<file path="src/rtl/pkt_rd_sched_pkg.sv">
`default_nettype none
// ============================================================================
// pkt_rd_sched_pkg : shared types and CSR map for the descriptor scheduler
// Rev 1.0
// ============================================================================
package pkt_rd_sched_pkg;

  typedef enum logic [1:0] {
    ST_IDLE  = 2'd0,
    ST_LOAD  = 2'd1,
    ST_START = 2'd2,
    ST_WAIT  = 2'd3
  } state_e;

  localparam logic [2:0] CSR_DESC_BEGIN = 3'd0;
  localparam logic [2:0] CSR_DESC_END   = 3'd1;
  localparam logic [2:0] CSR_CONTROL    = 3'd2;
  localparam logic [2:0] CSR_STATUS     = 3'd3;
  localparam logic [2:0] CSR_DONE_COUNT = 3'd4;
  localparam logic [2:0] CSR_DROP_COUNT = 3'd5;

  localparam int CTRL_ENABLE  = 0;
  localparam int CTRL_FLUSH   = 1;
  localparam int CTRL_IRQ_CLR = 2;
  localparam int CTRL_IRQ_EN  = 3;

  localparam int STAT_BUSY    = 0;
  localparam int STAT_FULL    = 1;
  localparam int STAT_EMPTY   = 2;
  localparam int STAT_TIMEOUT = 3;

  typedef struct packed {
    logic [31:0] begin_addr;
    logic [31:0] end_addr;
  } desc_t;

  function automatic logic desc_valid(input desc_t d);
    return d.end_addr > d.begin_addr;
  endfunction

endpackage
`default_nettype wire

</file>
<file path="src/rtl/pkt_rd_sched_desc_fifo.sv">
`default_nettype none
// ============================================================================
// desc_fifo : DEPTH x 64 synchronous descriptor FIFO, first-word-fall-through
// Rev 1.0
// ============================================================================
module desc_fifo
  import pkt_rd_sched_pkg::*;
#(
  parameter int DEPTH = 8
) (
  input  logic       clk,
  input  logic       reset,
  input  logic       push_i,
  input  desc_t      data_i,
  input  logic       pop_i,
  input  logic       flush_i,
  output desc_t      head_o,
  output logic       full_o,
  output logic       empty_o,
  output logic [7:0] count_o
);

  localparam int AW = $clog2(DEPTH);

  desc_t           mem_q [DEPTH];
  logic [AW-1:0]   wr_ptr_q;
  logic [AW-1:0]   rd_ptr_q;
  logic [AW:0]     count_q;
  logic            push_ok;
  logic            pop_ok;

  assign full_o  = (count_q == (AW+1)'(DEPTH));
  assign empty_o = (count_q == '0);
  // Full is judged on the current occupancy, so a simultaneous pop never frees room for a push.
  assign push_ok = push_i && !full_o && !flush_i;
  assign pop_ok  = pop_i && !empty_o && !flush_i;

  always_ff @(posedge clk) begin
    if (!reset || flush_i) begin
      wr_ptr_q <= '0;
      rd_ptr_q <= '0;
      count_q  <= '0;
    end else begin
      if (push_ok) wr_ptr_q <= wr_ptr_q + 1'b1;
      if (pop_ok)  rd_ptr_q <= rd_ptr_q + 1'b1;
      case ({push_ok, pop_ok})
        2'b10:   count_q <= count_q + 1'b1;
        2'b01:   count_q <= count_q - 1'b1;
        default: count_q <= count_q;
      endcase
    end
  end

  always_ff @(posedge clk) begin
    if (push_ok) mem_q[wr_ptr_q] <= data_i;
  end

  assign head_o  = mem_q[rd_ptr_q];
  assign count_o = 8'(count_q);

endmodule
`default_nettype wire

</file>
<file path="src/rtl/pkt_rd_sched.sv">
`default_nettype none
// ============================================================================
// pkt_rd_sched : CSR-fed descriptor queue feeding the packet read engine
// Optional WAIT watchdog: define PKT_SCHED_TIMEOUT_EN.          Rev 1.0
// ============================================================================
module pkt_rd_sched
  import pkt_rd_sched_pkg::*;
#(
  parameter int DEPTH          = 8,
  parameter int TIMEOUT_CYCLES = 4096
) (
  input  logic        clk,
  input  logic        reset,
  input  logic [2:0]  csr_address,
  input  logic        csr_write,
  input  logic [31:0] csr_writedata,
  input  logic        csr_read,
  output logic [31:0] csr_readdata,
  output logic        eng_start,
  output logic [31:0] eng_control,
  output logic [31:0] eng_pkt_begin,
  output logic [31:0] eng_pkt_end,
  input  logic        eng_done,
  output logic        irq
);

  state_e      state_q, state_d;
  logic [31:0] staged_begin_q, done_cnt_q, drop_cnt_q, rdata_q, rd_mux;
  logic [31:0] eng_begin_q, eng_end_q, eng_ctrl_q;
  logic [15:0] ctrl_word_q;
  logic        enable_q, irq_en_q, irq_pending_q, irq_q;
  logic        push_req, ctrl_wr, flush, pop, done_evt, timeout_evt, timeout_hit, timeout_q;
  logic        fifo_full, fifo_empty;
  logic [7:0]  occupancy;
  desc_t       new_desc, head;

  assign new_desc = '{begin_addr: staged_begin_q, end_addr: csr_writedata};
  assign push_req = csr_write && (csr_address == CSR_DESC_END);
  assign ctrl_wr  = csr_write && (csr_address == CSR_CONTROL);
  assign flush    = ctrl_wr && csr_writedata[CTRL_FLUSH];

  desc_fifo #(.DEPTH(DEPTH)) u_fifo (
    .clk     (clk),
    .reset   (reset),
    .push_i  (push_req && desc_valid(new_desc)),
    .data_i  (new_desc),
    .pop_i   (pop),
    .flush_i (flush),
    .head_o  (head),
    .full_o  (fifo_full),
    .empty_o (fifo_empty),
    .count_o (occupancy)
  );

  always_ff @(posedge clk) begin
    if (!reset) state_q <= ST_IDLE;
    else        state_q <= state_d;
  end

  always_comb begin
    state_d     = state_q;
    pop         = 1'b0;
    done_evt    = 1'b0;
    timeout_evt = 1'b0;
    case (state_q)
      // A same-cycle flush would leave LOAD popping an empty queue.
      ST_IDLE:  if (enable_q && !fifo_empty && !flush) state_d = ST_LOAD;
      ST_LOAD: begin
        pop     = 1'b1;
        state_d = ST_START;
      end
      ST_START: state_d = ST_WAIT;
      ST_WAIT: begin
        if (eng_done) begin
          done_evt = 1'b1;
          state_d  = ST_IDLE;
        end else if (timeout_hit) begin
          timeout_evt = 1'b1;
          state_d     = ST_IDLE;
        end
      end
      default: state_d = ST_IDLE;
    endcase
  end

`ifdef PKT_SCHED_TIMEOUT_EN
  logic [31:0] wait_cnt_q;

  always_ff @(posedge clk) begin
    if (!reset) begin
      wait_cnt_q <= '0;
      timeout_q  <= 1'b0;
    end else begin
      if (state_q == ST_START)     wait_cnt_q <= '0;
      else if (state_q == ST_WAIT) wait_cnt_q <= wait_cnt_q + 32'd1;
      if (timeout_evt)                                  timeout_q <= 1'b1;
      else if (ctrl_wr && csr_writedata[CTRL_ENABLE])   timeout_q <= 1'b0;
    end
  end

  assign timeout_hit = (wait_cnt_q == 32'(TIMEOUT_CYCLES - 1));
`else
  logic unused_timeout_cfg;
  assign unused_timeout_cfg = (TIMEOUT_CYCLES != 0);
  assign timeout_hit        = 1'b0;
  assign timeout_q          = 1'b0;
`endif

  always_comb begin
    rd_mux = '0;
    case (csr_address)
      CSR_DESC_BEGIN: rd_mux = staged_begin_q;
      CSR_CONTROL:    rd_mux = {ctrl_word_q, 12'h000, irq_en_q, 2'b00, enable_q};
      CSR_STATUS:     rd_mux = {16'h0000, occupancy, 4'h0, timeout_q, fifo_empty,
                                fifo_full, state_q != ST_IDLE};
      CSR_DONE_COUNT: rd_mux = done_cnt_q;
      CSR_DROP_COUNT: rd_mux = drop_cnt_q;
      default:        rd_mux = '0;
    endcase
  end

  always_ff @(posedge clk) begin
    if (!reset) begin
      staged_begin_q <= '0;
      enable_q       <= 1'b0;
      irq_en_q       <= 1'b0;
      ctrl_word_q    <= '0;
      done_cnt_q     <= '0;
      drop_cnt_q     <= '0;
      irq_pending_q  <= 1'b0;
      irq_q          <= 1'b0;
      eng_begin_q    <= '0;
      eng_end_q      <= '0;
      eng_ctrl_q     <= '0;
      rdata_q        <= '0;
    end else begin
      if (csr_write && (csr_address == CSR_DESC_BEGIN)) staged_begin_q <= csr_writedata;
      if (ctrl_wr) begin
        enable_q    <= csr_writedata[CTRL_ENABLE];
        irq_en_q    <= csr_writedata[CTRL_IRQ_EN];
        ctrl_word_q <= csr_writedata[31:16];
      end
      if (timeout_evt) enable_q <= 1'b0;
      if (push_req && (fifo_full || !desc_valid(new_desc))) drop_cnt_q <= drop_cnt_q + 32'd1;
      if (done_evt) done_cnt_q <= done_cnt_q + 32'd1;
      if (done_evt || timeout_evt)                     irq_pending_q <= 1'b1;
      else if (ctrl_wr && csr_writedata[CTRL_IRQ_CLR]) irq_pending_q <= 1'b0;
      irq_q <= irq_pending_q & irq_en_q;
      if (state_q == ST_LOAD) begin
        eng_begin_q <= head.begin_addr;
        eng_end_q   <= head.end_addr;
        eng_ctrl_q  <= {16'h0000, ctrl_word_q};
      end
      if (csr_read) rdata_q <= rd_mux;
    end
  end

  assign csr_readdata  = rdata_q;
  assign eng_start     = (state_q == ST_START);
  assign eng_control   = eng_ctrl_q;
  assign eng_pkt_begin = eng_begin_q;
  assign eng_pkt_end   = eng_end_q;
  assign irq           = irq_q;

endmodule
`default_nettype wire

</file>
<file path="config.mk">
export PLATFORM = sky130hd
export DESIGN_NAME = pkt_rd_sched
export DESIGN_NICKNAME = d
export VERILOG_FILES = /design/src/rtl/pkt_rd_sched_pkg.sv /design/src/rtl/pkt_rd_sched_desc_fifo.sv /design/src/rtl/pkt_rd_sched.sv
export SDC_FILE = /design/constraint.sdc
export NUM_CORES = 1
export LEC_CHECK = 0
export BUFFER_PORTS_ARGS = -buffer_cell sky130_fd_sc_hd__buf_2
export CORE_UTILIZATION = 38
export CTS_CLUSTER_SIZE = 25
export DETAILED_ROUTE_END_ITERATION = 10
export SYNTH_ARGS = -nofsm -noshare
export SYNTH_HDL_FRONTEND = slang
export SYNTH_SLANG_ARGS = --single-unit
</file>
<file path="constraint.sdc">
create_clock -name clk -period 11.5 [get_ports clk]
set_input_delay 2.875 -clock clk [delete_from_list [all_inputs] [get_ports clk]]
set_output_delay 2.875 -clock clk [all_outputs]
set_load 0.01 [all_outputs]
</file>
==> flow_summary.ini <==
[timing]
fmax_mhz = 133
relSlewSlack = 0.173
tightest_slew_ns = 1.24
finalCritPeriodShare = 0.655
finalMaxSlewViolations = 0
rsz0062_at_grt = false
finClkSkew_ns = 0.0243
setup_viol = 0
fin_setup_tns_ns = 0
timing.final.crit_period_ns = 7.54
hold_violations = 0
setup_ws_ns = 3.96

[power]
netSwitchingPower_mw = 1.26
internal_power_mw = 4.52
finalPower_mw = 5.78
power_density_nw_per_um2 = 168
irDropWorstVdd_uv = 92.6
pwr-share-clk = 0.443
p_leak_nw = 10.8
pwr-share-comb = 0.046
p_seq_frac = 0.511
swShare = 0.218

[clock_tree]
cts_setup_buffers = 0
clock_latency_ns = 0.62
root_buffer = clkbuf_16
cts.sinks = 752
ctsResizeCount = 0
h-tree-depth = 3
cts-hold-fix-buffers = 0
clockBufferDepth = 3
clk_pin_slew_worst_paths_ns = 0.06
cts_buffers = 79
cts_tree = done

[worst_setup_path]
end_kind = register
critPathKind = in -> reg
cp-start-kind = input port
path_max_fanout = 53
crit_required_ns = 11.73
cp.arrival_ns = 7.77

[placement]
numPlacedInstances = 3149
place_ws_ns = 3.29
gp_congestion = 0.784
hpwlAfterDp_um = 45300
placed_cell_area_sq_um = 31800
io_buffers = 153

[synthesis]
synth.distinct_cells = 71
ys_seq_area_frac = 0.673
syn_area_sq_um = 30000
synth_edf_count = 512
ys_seq_elements = 752
synth_top_flop_cell = edfxtp_1
syn_inst = 2049
synth.yosys.warnings = 0
async_flop_share = 0
avgSynthCellArea_sq_um = 14.6

[drt]
drt-vias-per-instance = 5.30
ant_nets = 0
dr.pass1.iters = 5
route.detailed.drc = 0
routed_wl_um = 74200
vias = 17500
drt_iter0_markers = 1383
wl_per_cell_um = 22.5

[job]
cap_violations = 0

[floorplan]
die_h_um = 283
die_w_um = 283
std_cell_rows = 102
initial_core_util = 0.386
die_area_sq_um = 80100
core_sq_um = 77700
ios = 170

[global_routing]
grt_usage = 0.183
grt.overflow.total = 0
grt_pass1_vias = 17800
grt_pass1_wl_um = 112000
antenna_found_initial = 3
grt_max_degree = 134

[status]
status = complete, no violations

[layout]
syn2layout_area_growth_pct = 14.8
drive_above_1_share = 0.199
stdcell_area_sq_um = 34400
final_cells = 3298
final_cell_mix = edfxtp_1, dfxtp_1, nor2_1
nets = 2273
final_common_cell = edfxtp_1
nFillCells = 6828

[min_path]
hold_class = reg -> reg
-- routing by layer --
metal  wire [um]  GRT usage  share of wire  vias up
met3        3930     0.0372          0.053       94
met2       35100      0.293           0.47      416
li1            -          -              -     8035
met5          39          0        0.00053        -
met1       33700      0.254           0.45     8943
met4        1370     0.0478          0.018        6
-- critical path, cell delays in order --
cell and delay (ns):
buf_2 0.17, ha_1 0.35, nand4_1 0.28, or4_1 0.60
a311o_1 0.38, a31oi_4 0.40, or2_1 0.72, nand3_2 0.34
nor3b_4 0.73, buf_4 0.84
-- state kept, by name (all words and copies together), names as in the netlist --
name             cells
u_fifo.mem_q       512
csr_readdata        32
done_cnt_q          32
drop_cnt_q          32
eng_pkt_begin       32
eng_pkt_end         32
staged_begin_q      32
ctrl_word_q         16
eng_control         16
u_fifo.count_q       4
u_fifo.rd_ptr_q      3
u_fifo.wr_ptr_q      3
state_q              2
enable_q             1
irq                  1
irq_en_q             1
irq_pending_q        1
-- metrics by stage --
step | hold slack [ns] | utilization
after floorplan | 0.432 | -
after global placement | 0.448 | 0.410
after detailed placement | 0.449 | 0.410
after CTS | 0.457 | 0.443
after global routing | 0.487 | 0.443
final | 0.457 | 0.443
-- final timing paths --
path,from,to,slack [ns],cells after the start
hold reg to reg,irq_pending_q,irq_pending_q,0.46,2
hold / removal,irq_pending_q,irq_pending_q,0.46,2
setup reg to reg,staged_begin_q[31],u_fifo.mem_q[4][52],5.69,10
setup / recovery,csr_writedata[30],u_fifo.mem_q[4][52],3.96,10
-- kinds of logic after synthesis --
| family | Yosys count | share of synthesized area |
|---|---|---|
| flip-flops | 752 | 0.673 |
| multiplexers | 222 | 0.127 |
| other | 1 | 0.000125 |
| AND/OR/NAND/NOR | 476 | 0.0747 |
| buffers and inverters | 191 | 0.0267 |
| XOR/XNOR | 39 | 0.0114 |
| adder cells (fa/ha/maj) | 43 | 0.0179 |
| AO/OA/AOI/OAI | 325 | 0.0690 |
-- synth_stat cells (4+ instances only) --
library cell	number	share of area
a21o_1	9	0.0023
nand2_1	155	0.019
mux4_2	128	0.096
nand4_1	15	0.0031
o31ai_1	11	0.0028
edfxtp_1	512	0.51
a22oi_1	42	0.011
inv_1	56	0.0070
and4_1	5	0.0015
and3_1	11	0.0023
a21oi_1	151	0.025
dfxtp_1	240	0.16
and2_1	16	0.0033
buf_4	16	0.0040
buf_1	28	0.0035
nor2b_1	7	0.0015
o21ai_0	16	0.0027
a211oi_1	64	0.016
or4_1	8	0.0020
xor2_1	18	0.0053
ha_1	43	0.018
nor4_1	11	0.0023
o41ai_1	4	0.0012
a22o_1	4	0.0012
nand3_1	26	0.0043
mux2i_1	94	0.031
or3_1	8	0.0017
clkbuf_1	85	0.011
nor3_1	8	0.0013
xnor2_1	21	0.0061
nor2_1	178	0.022
-- power groups by stage --
stage	Combinational [mW]	Sequential, mW	Clock, mW
final	0.263	2.95	2.56
after detailed placement	0.266	3.01	0
after global routing	0.291	2.96	2.72
after CTS	0.266	2.95	2.61
after floorplan	0.147	3.02	0
after global placement	0.258	3.01	0
-- final cells by class --
class	instances	area (sq um)	share of cell area
well taps	1040	1300	0.0378
clock buffers	120	2230	0.0649
flip-flops and latches	752	20200	0.586
inverters	57	219	0.00636
clock inverters	27	359	0.0104
repair buffers	179	973	0.0283
multi-input cells	1121	9150	0.266
diodes	2	5.00	0.000145
(Power assumes the default switching activity.)
